### src/rtl/serial_add_ctrl.sv
`default_nettype none
// ============================================================================
// Module      : serial_add_ctrl
// Description : Bit-serial adder sequencer. Drives an external 1-bit
//               full-adder cell LSB first, one bit per clock, and collects
//               sum/carry into a WIDTH-bit result with start/busy/done
//               handshake.
// Revision    : 1.0 - initial release
// ============================================================================
module serial_add_ctrl #(
  parameter int WIDTH = 8
) (
  input  logic             clk,
  input  logic             rst_n,
  input  logic             start,
  input  logic [WIDTH-1:0] a,
  input  logic [WIDTH-1:0] b,
  input  logic             cin,
  output logic             fa_a,
  output logic             fa_b,
  output logic             fa_ci,
  input  logic             fa_f,
  input  logic             fa_c,
  output logic             busy,
  output logic             done,
  output logic [WIDTH-1:0] sum,
  output logic             cout
);

  localparam int               CNT_W    = $clog2(WIDTH);
  localparam logic [CNT_W-1:0] CNT_LAST = CNT_W'(WIDTH - 1);

  localparam logic [1:0] S_IDLE = 2'd0;
  localparam logic [1:0] S_RUN  = 2'd1;
  localparam logic [1:0] S_DONE = 2'd2;

  logic [1:0]       state;
  logic [1:0]       state_nxt;
  logic [WIDTH-1:0] sa;
  logic [WIDTH-1:0] sb;
  logic             cy;
  logic [CNT_W-1:0] cnt;
  logic             last_bit;

  assign last_bit = (cnt == CNT_LAST);

  // State register; reset aborts any operation in flight.
  always_ff @(posedge clk or negedge rst_n) begin
    if (!rst_n) begin
      state <= S_IDLE;
    end else begin
      state <= state_nxt;
    end
  end

  // Next-state logic: start is only honoured in IDLE, DONE lasts one cycle.
  always_comb begin
    state_nxt = state;
    case (state)
      S_IDLE:  if (start) state_nxt = S_RUN;
      S_RUN:   if (last_bit) state_nxt = S_DONE;
      S_DONE:  state_nxt = S_IDLE;
      default: state_nxt = S_IDLE;
    endcase
  end

  // Outputs: the adder cell is fed only while RUN, otherwise held at zero.
  always_comb begin
    busy  = 1'b0;
    done  = 1'b0;
    fa_a  = 1'b0;
    fa_b  = 1'b0;
    fa_ci = 1'b0;
    case (state)
      S_RUN: begin
        busy  = 1'b1;
        fa_a  = sa[0];
        fa_b  = sb[0];
        fa_ci = cy;
      end
      S_DONE: begin
        busy = 1'b1;
        done = 1'b1;
      end
      default: ;
    endcase
  end

  // Datapath: operand capture on accepted start, then one bit per RUN edge.
  // sum/cout are not cleared on start; the shift overwrites every bit.
  always_ff @(posedge clk or negedge rst_n) begin
    if (!rst_n) begin
      sa   <= '0;
      sb   <= '0;
      cy   <= 1'b0;
      cnt  <= '0;
      sum  <= '0;
      cout <= 1'b0;
    end else begin
      case (state)
        S_IDLE: begin
          if (start) begin
            sa  <= a;
            sb  <= b;
            cy  <= cin;
            cnt <= '0;
          end
        end
        S_RUN: begin
          sum <= {fa_f, sum[WIDTH-1:1]};
          cy  <= fa_c;
          sa  <= {1'b0, sa[WIDTH-1:1]};
          sb  <= {1'b0, sb[WIDTH-1:1]};
          if (last_bit) begin
            cout <= fa_c;
          end else begin
            cnt <= cnt + 1'b1;
          end
        end
        default: ;
      endcase
    end
  end

endmodule
`default_nettype wire

### config.mk
export PLATFORM = sky130hd
export DESIGN_NAME = serial_add_ctrl
export DESIGN_NICKNAME = d
export VERILOG_FILES = /design/src/rtl/serial_add_ctrl.sv
export SDC_FILE = /design/constraint.sdc
export NUM_CORES = 1
export LEC_CHECK = 0
export ABC_AREA = 1
export CORE_MARGIN = 1.5
export CORE_UTILIZATION = 49
export CTS_CLUSTER_DIAMETER = 120
export CTS_CLUSTER_SIZE = 12
export DETAILED_ROUTE_END_ITERATION = 12
export PLACE_DENSITY_LB_ADDON = 0.25
export SYNTH_ARGS = -nofsm -noshare
export SYNTH_HDL_FRONTEND = slang
export SYNTH_SLANG_ARGS = --single-unit
### constraint.sdc
create_clock -name clk -period 1.5 [get_ports clk]
set_input_delay 0.225 -clock clk [delete_from_list [all_inputs] [get_ports clk]]
set_output_delay 0.225 -clock clk [all_outputs]
set_load 0.02 [all_outputs]
* Word-level counts from Yosys, hierarchy flattened *
Index checks and enable logic that the tools add are counted.

operators by class
  multiplexer cells = 17
  add/sub/neg operators = 1
  eq/ne operators = 6
  reductions and logical operators = 7

operator list
  operator             number
  $pmux 8 s2           2
  $mux 8               2
  $mux 1               6
  $mux 3               2
  $ne 2x2->1 const B   3
  $pmux 3 s2           1
  $reduce_and 2->1     3
  $mux 2               2
  $pmux 2 s2           1
  $add 3x1->3 const B  1
  $eq 3x3->1 const B   1
  $reduce_and 3->1     1
  $eq 2x1->1 const B   1
  $eq 2x2->1 const B   1
  $logic_not 2->1      1
  $pmux 1 s2           1
  $reduce_bool 2->1    1
  $reduce_or 2->1      1

word-level totals
  logic and storage cells = 38
  bits of input ports = 22
  bits in registers = 31

* Logic depth before layout (Yosys ltp) *
Gate-level depths: netlist (run 1).

  depth after elaboration = 3
  mapped depth = 9
  mapped depth without buffers = 8

* Worst setup path before layout (run 1) *
Ideal clock, no wire load.

  path type = register -> output
  start point = reg state[1]
  end point = out fa_a
  data required time = 1.275 ns
  data arrival time = 1.096 ns
  stages on the path, launching flop included = 6
  path slack = 0.179 ns
  cells stage by stage = dfrtp_1 -> inv_1 -> ha_1 -> buf_2 -> nand2_1 -> inv_1

between the ends
  longest elaborated chain between the ends = 2

RTL lines
  item                    RTL line  source
  from (decl)             37        logic [1:0] state;
  from (signal assigned)  52        state <= state_nxt;
  $eq 2x1->1              74        case (state)
  $mux 1                  74
  to (decl)               19        output logic fa_a,

No other way between the ends.

* Worst setup path after layout (run 1) *
  start point = reg state[0]
  end point = out fa_ci

between the ends
  longest elaborated chain between the ends = 2

RTL lines
  item        RTL line  source
  $eq 2x1->1  74
  $mux 1      74
  to (decl)   21        output logic fa_ci,

No other way between the ends.

==> metrics.txt, run 1 <==
type of the worst min-delay path=input port to asynchronous set/reset pin; TritonCTS buffer count=5; Worst VDD drop=0.976 mV; Crit Reg-Reg Startpoint=state[1]; Mapped Nets=239; Yosys reg bits=31; Max-Cap Viols=0; Top Layer Used=met4; Async SR Flop Fraction=1.00; Bufs on Longest Clock Path=2; slowest cell on the critical path=dfrtp_1; Setup Crit Path Kind=flop to primary output; WL per Instance=10.4 um; share of cells above drive strength 1=0.230; post-synthesis sequential area ratio=0.473; nets@finish=between 200 and 300; pre-CTS WS=-142 ps; die footprint=0.00371 sq mm; Critical Path RT=1270 ps; unrepaired setup endpoints after global routing=yes; Final TNS setup=0 ps; Final Skew=7.23 ps; crit end category=primary output; DRT iter0 DRCs=55; H-tree depth=2; first-pass GRT wire length=5.10 mm; multi-input combinational cell area=785 sq um; fin crit share=0.983; final antenna-violating net count=0; crit path DAT=between 1000 and 1500 ps; endpoints failing hold=0; GR Util All Layers=0.187; CTS root buf=clkbuf_4; I/O Buffers=35; Die Width=60.9 um; largest net degree at the start of global routing=32; Design Area, Final=~0.0022 sq mm; Final Slew Violations=0; max incr delay on CP=420 ps; Routability Congestion=0.761; post-synth top area share=0.473; YS warnings=0; Mapped Area=between 0.0015 and 0.002 sq mm; Vias per Instance=4.65; row count=20; crit-path cells=buf_6, ha_4, nand2_2, inv_2, buf_6; wire length on met1=1.55 mm; final setup margin=25.6 ps; wire length on met3=101 um; worst slew pin tran=383 ps; Initial Utilization=0.525; Routed met2 length=between 1 and 1.5 mm; vias in the first global route=about 1.2k; Mean Syn Cell Area=7.82 sq um; Layout fillers=about 270; Worst-path clk slew=100 ps; vias=~1.4k; crit path max fanout=4; synth top area cells=dfrtp_1 (47%), nand2_1 (26%), nand2_2 (8.0%), ha_1 (5.3%), inv_1 (2.5%); I/O Pins=36; DR pass1 iterations=4; antenna fix cells=0; overall routed net length=3.13 mm; core region area=0.00313 sq mm; antenna violations before repair=0; cell count after synthesis=210; minimum clock period=1470 ps; top cells by count, synth=nand2_1 (114), dfrtp_1 (31), nand2_2 (21); drt drc=0; fmax=0.678 GHz; Setup crit start kind=flop; HPWL after detailed placement=approximately 2.2 mm; Post-synth EDFFs=0; DP Area=0.00207 sq mm; cell mode on critical path=buf_6; Slew Limit Headroom=0.744; FF-to-FF setup slack=100 ps; CTS Hold Bufs=0; Area Overhead vs Synth=33.6%; clk_lat worst skew=320 ps; Yosys top cell by area=dfrtp_1; total leakage power=approximately 0.0012 uW; storage element area=between 700 and 800 sq um; die height=60.9 um; power density over the cells=about 2000 mW/mm^2; Synth cell types=19; grt total ovfl=0; R2R cell count=8; main flop type after synthesis=dfrtp_1; reg2reg end=cnt[0]; setup violators final=0; count leader, synth=nand2_1; clk sinks=31; CTS tree=done; status=completed
[repair_timing]
| action | CTS | global route |
|---|---|---|
| resized for setup | 35 | 21 |
| pin swaps | 0 | 1 |
| cloned | 0 | 0 |
| buffers inserted | 1 | 0 |
| setup endpoints to repair | 14 | 27 |
[registers in the layout, indices dropped and copies added (netlist names)]
signal	cells
cout	1
sb	8
sum	8
cy	1
cnt	3
sa	8
state	2
[cells by family after synthesis]
group | share of synthesized area
DFF | 0.473
adders and majority gates | 0.0534
and+or+nand+nor | 0.373
AOI/OAI and AO/OA | 0.0198
buffers and inverters | 0.0815
[layout make-up]
cell class / instances / area share
clock buffers: 8 / 0.0314
inverters: 14 / 0.0285
multi-input cells: 158 / 0.358
flip-flops and latches: 31 / 0.354
well taps: 44 / 0.0251
repair buffers: 45 / 0.204
[layer usage]
layer | vias to the layer above | global-route usage
li1 | 729 | -
met1 | 632 | 0.266
met2 | 30 | 0.280
met3 | 4 | 0.0448
met4 | 0 | 0.0652
met5 | - | 0
[where the power goes]
part | internal [uW] | switching, uW | leakage (uW) | total [uW]
registers | 1190 | 220 | 0.000391 | 1410
clock network | 276 | 272 | 0.0000386 | 547
logic | 1060 | 1440 | 0.000780 | 2500
total | 2530 | 1930 | 0.00121 | 4460
[cells in the final DEF, fill, tap and decap left out, types with 2 or more instances in the layout]
cell type,count
a21oi_1,2
buf_12,2
buf_4,6
buf_6,6
clkbuf_4,5
clkbuf_8,2
clkdlybuf4s50_1,21
dfrtp_1,31
dlygate4sd2_1,9
ha_1,4
ha_4,3
inv_1,6
inv_2,5
inv_4,2
nand2_1,111
nand2_2,24
nand3_1,6
nor2_1,2
o21ai_0,2
[worst max-delay path by stage]
stage | start | to | slack, ps | cells after the start
after floorplan | state[1] | fa_a | 180 | 5
after global routing | state[0] | fa_a | -40 | 5
after global placement | state[1] | fa_b | -100 | 5
final | state[0] | fa_ci | 30 | 5
after detailed placement | state[1] | fa_ci | -140 | 5
after CTS | state[0] | fa_b | 0.8 | 5
[stage by stage]
stage                     hold WS, ps  utilization  cells  power (uW)
after floorplan                 -70.6            -    210        3080
after global placement            453        0.660    291        3720
after detailed placement          459        0.660    291        3790
after CTS                         296        0.683    300        4310
after global routing              311        0.701    300        4840
final                             293        0.701    300        4460
[worst max-delay path, delay by kind of cell, from the launching register on]
kind | cells | cell delay (ps)
and+or+nand+nor | 1 | 60
buffers and inverters | 3 | 280
DFF | 1 | 420
adders and majority gates | 1 | 170
No activity file was read; power rests on OpenSTA's default activity.
==> run 2: changes to the inputs <==
==> constraint.sdc (replaced) <==
create_clock -name clk -period 1.4 [get_ports clk]
set_input_delay 0.21 -clock clk [delete_from_list [all_inputs] [get_ports clk]]
set_output_delay 0.21 -clock clk [all_outputs]
set_load 0.02 [all_outputs]
==> metrics.txt, run 2 (synthesized netlist as in run 1, its figures left out) <==
Flop pwr share=0.289 (was 0.317); grt total ovfl=0 (unchanged); violated checks=setup timing; CTS root buf=clkbuf_4 (unchanged); I/O Pins=36 (unchanged); worst slew pin tran=248 ps (was 383 ps); GR Util All Layers=0.199 (was 0.187); minimum clock period=1480 ps; Final Slew Violations=0 (unchanged); unrepaired setup endpoints after global routing=yes (unchanged); slowest cell on the critical path=dfrtp_1 (unchanged); DR pass1 iterations=4 (unchanged); CTS tree=done (unchanged); vias in the first global route=1214 (was 1173); Worst VDD drop=1.27 mV (was 0.976 mV); Slew Limit Headroom=0.834 (was 0.744); combinational share of power=0.596 (was 0.561); Area Overhead vs Synth=42.0% (was 33.6%); Hold Slack=238 ps (was 293 ps); crit path DAT=1270 ps (was 1250 ps); Die Width=60.9 um (unchanged); Setup crit start kind=flop (unchanged); post-layout util=0.745 (was 0.701); drt drc=0 (unchanged); Net Sw Power=2240 uW (was 1930 uW); endpoints failing hold=0 (unchanged); vias=1413 (was 1395); Pint=2960 uW (was 2530 uW); die height=60.9 um (unchanged); TritonCTS buffer count=5 (unchanged); Layout fillers=236 (was 265); status=finished with violations (was completed); HPWL after detailed placement=2.17 mm (was 2.20 mm); clock share of power=0.115 (was 0.123); largest registers=sa (8), sb (8), sum (8) (unchanged); clk sinks=31 (unchanged); Bufs on Longest Clock Path=2 (unchanged); I/O Buffers=35 (unchanged); final setup margin=-76.6 ps (was 25.6 ps); largest net degree at the start of global routing=32 (unchanged); commonest non-fill, non-tap cell in the layout=nand2_1 (unchanged); antenna fix cells=0 (unchanged); crit end category=primary output (unchanged); Vias per Instance=4.63 (was 4.65); antenna violations before repair=0 (unchanged); Final Skew=5.82 ps (was 7.23 ps); row count=20 (unchanged); Critical Path RT=1190 ps (was 1270 ps); Buffers & Inverters on Critical Path=3 (unchanged); Worst-path clk slew=100 ps (about the same); core region area=0.00313 sq mm (unchanged); Switching Fraction=0.431 (was 0.432); nets@finish=289 (was 284); Final TNS setup=-259 ps (was 0 ps); H-tree depth=2 (unchanged); Routability Congestion=0.757 (was 0.761); DRT iter0 DRCs=56 (was 55); share of cells above drive strength 1=0.287 (was 0.230); fmax=0.677 GHz; fin crit share=1.05; overall routed net length=3.32 mm (was 3.13 mm); clk_lat worst skew=330 ps (was 320 ps); crit-path cells=buf_4, inv_4, ha_4, buf_6 (was buf_6, ha_4, nand2_2, inv_2, buf_6); final antenna-violating net count=0 (unchanged); setup violators final=5 (was 0); Max-Cap Viols=0 (unchanged); first-pass GRT wire length=5.35 mm (was 5.10 mm); type of the worst min-delay path=input port to asynchronous set/reset pin (unchanged); power density over the cells=2230 mW/mm^2 (was 2030 mW/mm^2); max incr delay on CP=400 ps (was 420 ps); cell family with most CP delay=flip-flops (unchanged); die footprint=0.00371 sq mm (unchanged); crit path max fanout=3 (was 4); Initial Utilization=0.525 (unchanged); most frequent cells in the layout=nand2_1 (104), dfrtp_1 (31), nand2_2 (29), clkdlybuf4s50_1 (21), dlygate4sd2_1 (9) (was nand2_1 (111), dfrtp_1 (31), nand2_2 (24), clkdlybuf4s50_1 (21), dlygate4sd2_1 (9)); WL per Instance=10.9 um (was 10.4 um); Setup Crit Path Kind=flop to primary output (unchanged); pre-CTS WS=-229 ps (was -142 ps); total leakage power=0.00127 uW (was 0.00121 uW)
==> run 2: cell count changes in the layout (fill, tap and decap cells not counted), sizes merged <==
cell    before  now
buf         15   19
clkbuf       8    9
==> run 2: what timing repair did <==
action                     in CTS  in global routing
hold endpoints to repair        0                  0
cloned                          0                  1
buffers inserted                2                  1
hold buffers                    0                  0
pin swaps                       0                  6
gates resized for setup        46                 30
setup endpoints to repair      36                 27
==> run 2: layout make-up <==
type / count / area, sq um / area share
clock buffer: 8 / 68.8 / 0.0295
inverter: 14 / 67.6 / 0.0290
multi-input combinational: 158 / 832 / 0.357
timing repair buffer: 50 / 532 / 0.228
tap: 44 / 55.1 / 0.0236
sequential: 31 / 776 / 0.333
==> run 2: metrics by stage <==
step	power (uW)	instances	instance area (sq um)
finish	5200	305	2330
global route	5600	305	2330
CTS	4840	303	2210
detailed placement	4110	293	2090
global placement	4040	293	2090
floorplan	3300	210	1640
==> run 2: power by group through the flow <==
stage	Clock [uW]	Combinational (uW)	Sequential [uW]
after floorplan	0	1710	1590
after global placement	0	2530	1510
after detailed placement	0	2580	1520
after CTS	605	2730	1500
after global routing	663	3390	1550
final	596	3100	1500
==> run 2: metal layers <==
metal	global-route usage	routed length [um]	share of wire	vias up
met1	0.277	1530	0.46	643
met4	0.102	80	0.024	0
met2	0.290	1600	0.48	31
met3	0.0448	120	0.036	9
met5	0	0	0	-
li1	-	-	-	730
==> run 2: path summary, 6_finish.rpt <==
| path | to | cells past startpoint | slack [ps] | startpoint |
|---|---|---|---|---|
| max in group asynchronous | cy | 2 | 1000 | rst_n |
| hold / removal | sum[1] | 2 | 240 | rst_n |
| hold reg to reg | sb[2] | 2 | 480 | sb[2] |
| setup reg to reg | sa[5] | 9 | 10 | state[0] |
| setup / recovery | busy | 4 | -80 | state[0] |
| min in group clk | sb[7] | 3 | 420 | b[7] |
==> run 3: changes to the inputs <==
--- a/config.mk
+++ b/config.mk
@@ -12,6 +12,7 @@
 export CTS_CLUSTER_SIZE = 12
 export DETAILED_ROUTE_END_ITERATION = 12
 export PLACE_DENSITY_LB_ADDON = 0.25
+export REMOVE_ABC_BUFFERS = 1
 export SYNTH_ARGS = -nofsm -noshare
 export SYNTH_HDL_FRONTEND = slang
 export SYNTH_SLANG_ARGS = --single-unit
==> metrics.txt, run 3 (synthesized netlist as in run 1, its figures left out) <==
status=finished with violations (unchanged); violated checks=setup timing (unchanged); fin crit share=1.06 (was 1.05); multi-input combinational cell area=878 sq um (was 832 sq um); antenna fix cells=0 (unchanged); clk_lat worst skew=320 ps (was 330 ps); Initial Utilization=0.525 (unchanged); crit path max fanout=6 (was 3); Final Skew=4.00 ps (was 5.82 ps); fmax=0.671 GHz (was 0.677 GHz); type of the worst min-delay path=input port to asynchronous set/reset pin (unchanged); storage element area=777 sq um (was 776 sq um); Design Area, Final=0.00238 sq mm (was 0.00233 sq mm); antenna violations before repair=0 (unchanged); vias=1464 (was 1413); die height=60.9 um (unchanged); minimum clock period=1490 ps (was 1480 ps); grt total ovfl=0 (unchanged); Worst VDD drop=1.15 mV (was 1.27 mV); most frequent cells in the layout=nand2_1 (97), nand2_2 (32), dfrtp_1 (30), clkdlybuf4s50_1 (21), buf_6 (10) (was nand2_1 (104), dfrtp_1 (31), nand2_2 (29), clkdlybuf4s50_1 (21), dlygate4sd2_1 (9)); crit end category=primary output (unchanged); fin cells=307 (was 305); CTS tree=done (unchanged); die footprint=0.00371 sq mm (unchanged); core region area=0.00313 sq mm (unchanged); Final Slew Violations=0 (unchanged); I/O Buffers=35 (unchanged); R2R cell count=9 (unchanged); vias in the first global route=1394 (was 1214); Worst-path clk slew=90 ps (was 100 ps); Area Overhead vs Synth=44.7% (was 42.0%); Bufs on Longest Clock Path=2 (unchanged); Layout fillers=253 (was 236); Critical Path RT=1190 ps (about the same); WL per Instance=11.9 um (was 10.9 um); Setup crit start kind=flop (unchanged); HPWL after detailed placement=2.30 mm (was 2.17 mm); power density over the cells=2230 mW/mm^2 (about the same); final setup margin=-90.1 ps (was -76.6 ps); DR pass1 iterations=4 (unchanged); unrepaired setup endpoints after global routing=yes (unchanged); largest net degree at the start of global routing=32 (unchanged); commonest non-fill, non-tap cell in the layout=nand2_1 (unchanged); clk sinks=31 (unchanged); Slew Limit Headroom=0.857 (was 0.834); Setup Crit Path Kind=flop to primary output (unchanged); H-tree depth=2 (unchanged); endpoints failing hold=0 (unchanged); DP Area=0.00210 sq mm (was 0.00209 sq mm); GR Util All Layers=0.214 (was 0.199); CTS root buf=clkbuf_4 (unchanged); TritonCTS buffer count=5 (unchanged); first-pass GRT wire length=5.82 mm (was 5.35 mm); share of cells above drive strength 1=0.338 (was 0.287); nets@finish=291 (was 289); I/O Pins=36 (unchanged); Vias per Instance=4.77 (was 4.63); Routability Congestion=0.837 (was 0.757); crit path DAT=1280 ps (was 1270 ps); row count=20 (unchanged); overall routed net length=3.65 mm (was 3.32 mm); worst slew pin tran=216 ps (was 248 ps); post-layout util=0.760 (was 0.745); final antenna-violating net count=0 (unchanged); DP Cell Count=294 (was 293); CTS Hold Bufs=0 (unchanged); Max-Cap Viols=0 (unchanged); total leakage power=0.00131 uW (was 0.00127 uW); drt drc=0 (unchanged); largest registers=sa (8), sb (8), sum (8) (unchanged); Hold Slack=248 ps (was 238 ps); DRT iter0 DRCs=73 (was 56); pre-CTS WS=-308 ps (was -229 ps); Die Width=60.9 um (unchanged); setup violators final=12 (was 5)
run 3: per-layer routing:
layer	track usage	wire, um	up-vias
met5	0	0	-
met4	0.102	29	0
met3	0.0469	160	4
met2	0.359	1920	49
met1	0.261	1540	676
li1	-	-	735
run 3: repair_timing:
action	in CTS	in global routing
buffers inserted	3	2
setup endpoints to repair	36	27
pin swaps	3	10
resized for setup	55	36
run 3: worst max-delay path: stages (launching register included):
cell and delay (ps):
dfrtp_2 460, ha_4 200, buf_6 120, nand2_4 50, inv_2 30, buf_6 120
run 3: area by class of cell:
type                       count  area share
clock buffer                   8      0.0290
timing repair buffer          52       0.223
sequential                    31       0.327
inverter                      14      0.0284
tap                           44      0.0232
multi-input combinational    158       0.370
run 3: stage by stage:
stage	total power, uW	TNS, ps
3_5_place_dp	4130	-1320
6_report	5290	-233
3_3_place_gp	4070	-1020
5_1_grt	5740	-1890
4_1_cts	4900	-325
2_1_floorplan	3070	-3670
run 3: path summary, 6_finish.rpt:
path                       startpoint  endpoint  slack, ps
max                          state[0]      fa_b        -90
min                             rst_n    sum[0]        250
max reg2reg                  state[1]     sb[0]        -10
min reg2reg                    sum[0]    sum[0]        480
max in group asynchronous       rst_n     sb[6]        980
min in group clk                 a[7]     sa[7]        440
run 3: power by group:
part	total, uW	switching [uW]	internal (uW)
Clock	584	289	295
Combinational	3170	1780	1390
Sequential	1540	261	1280
Total	5290	2330	2970
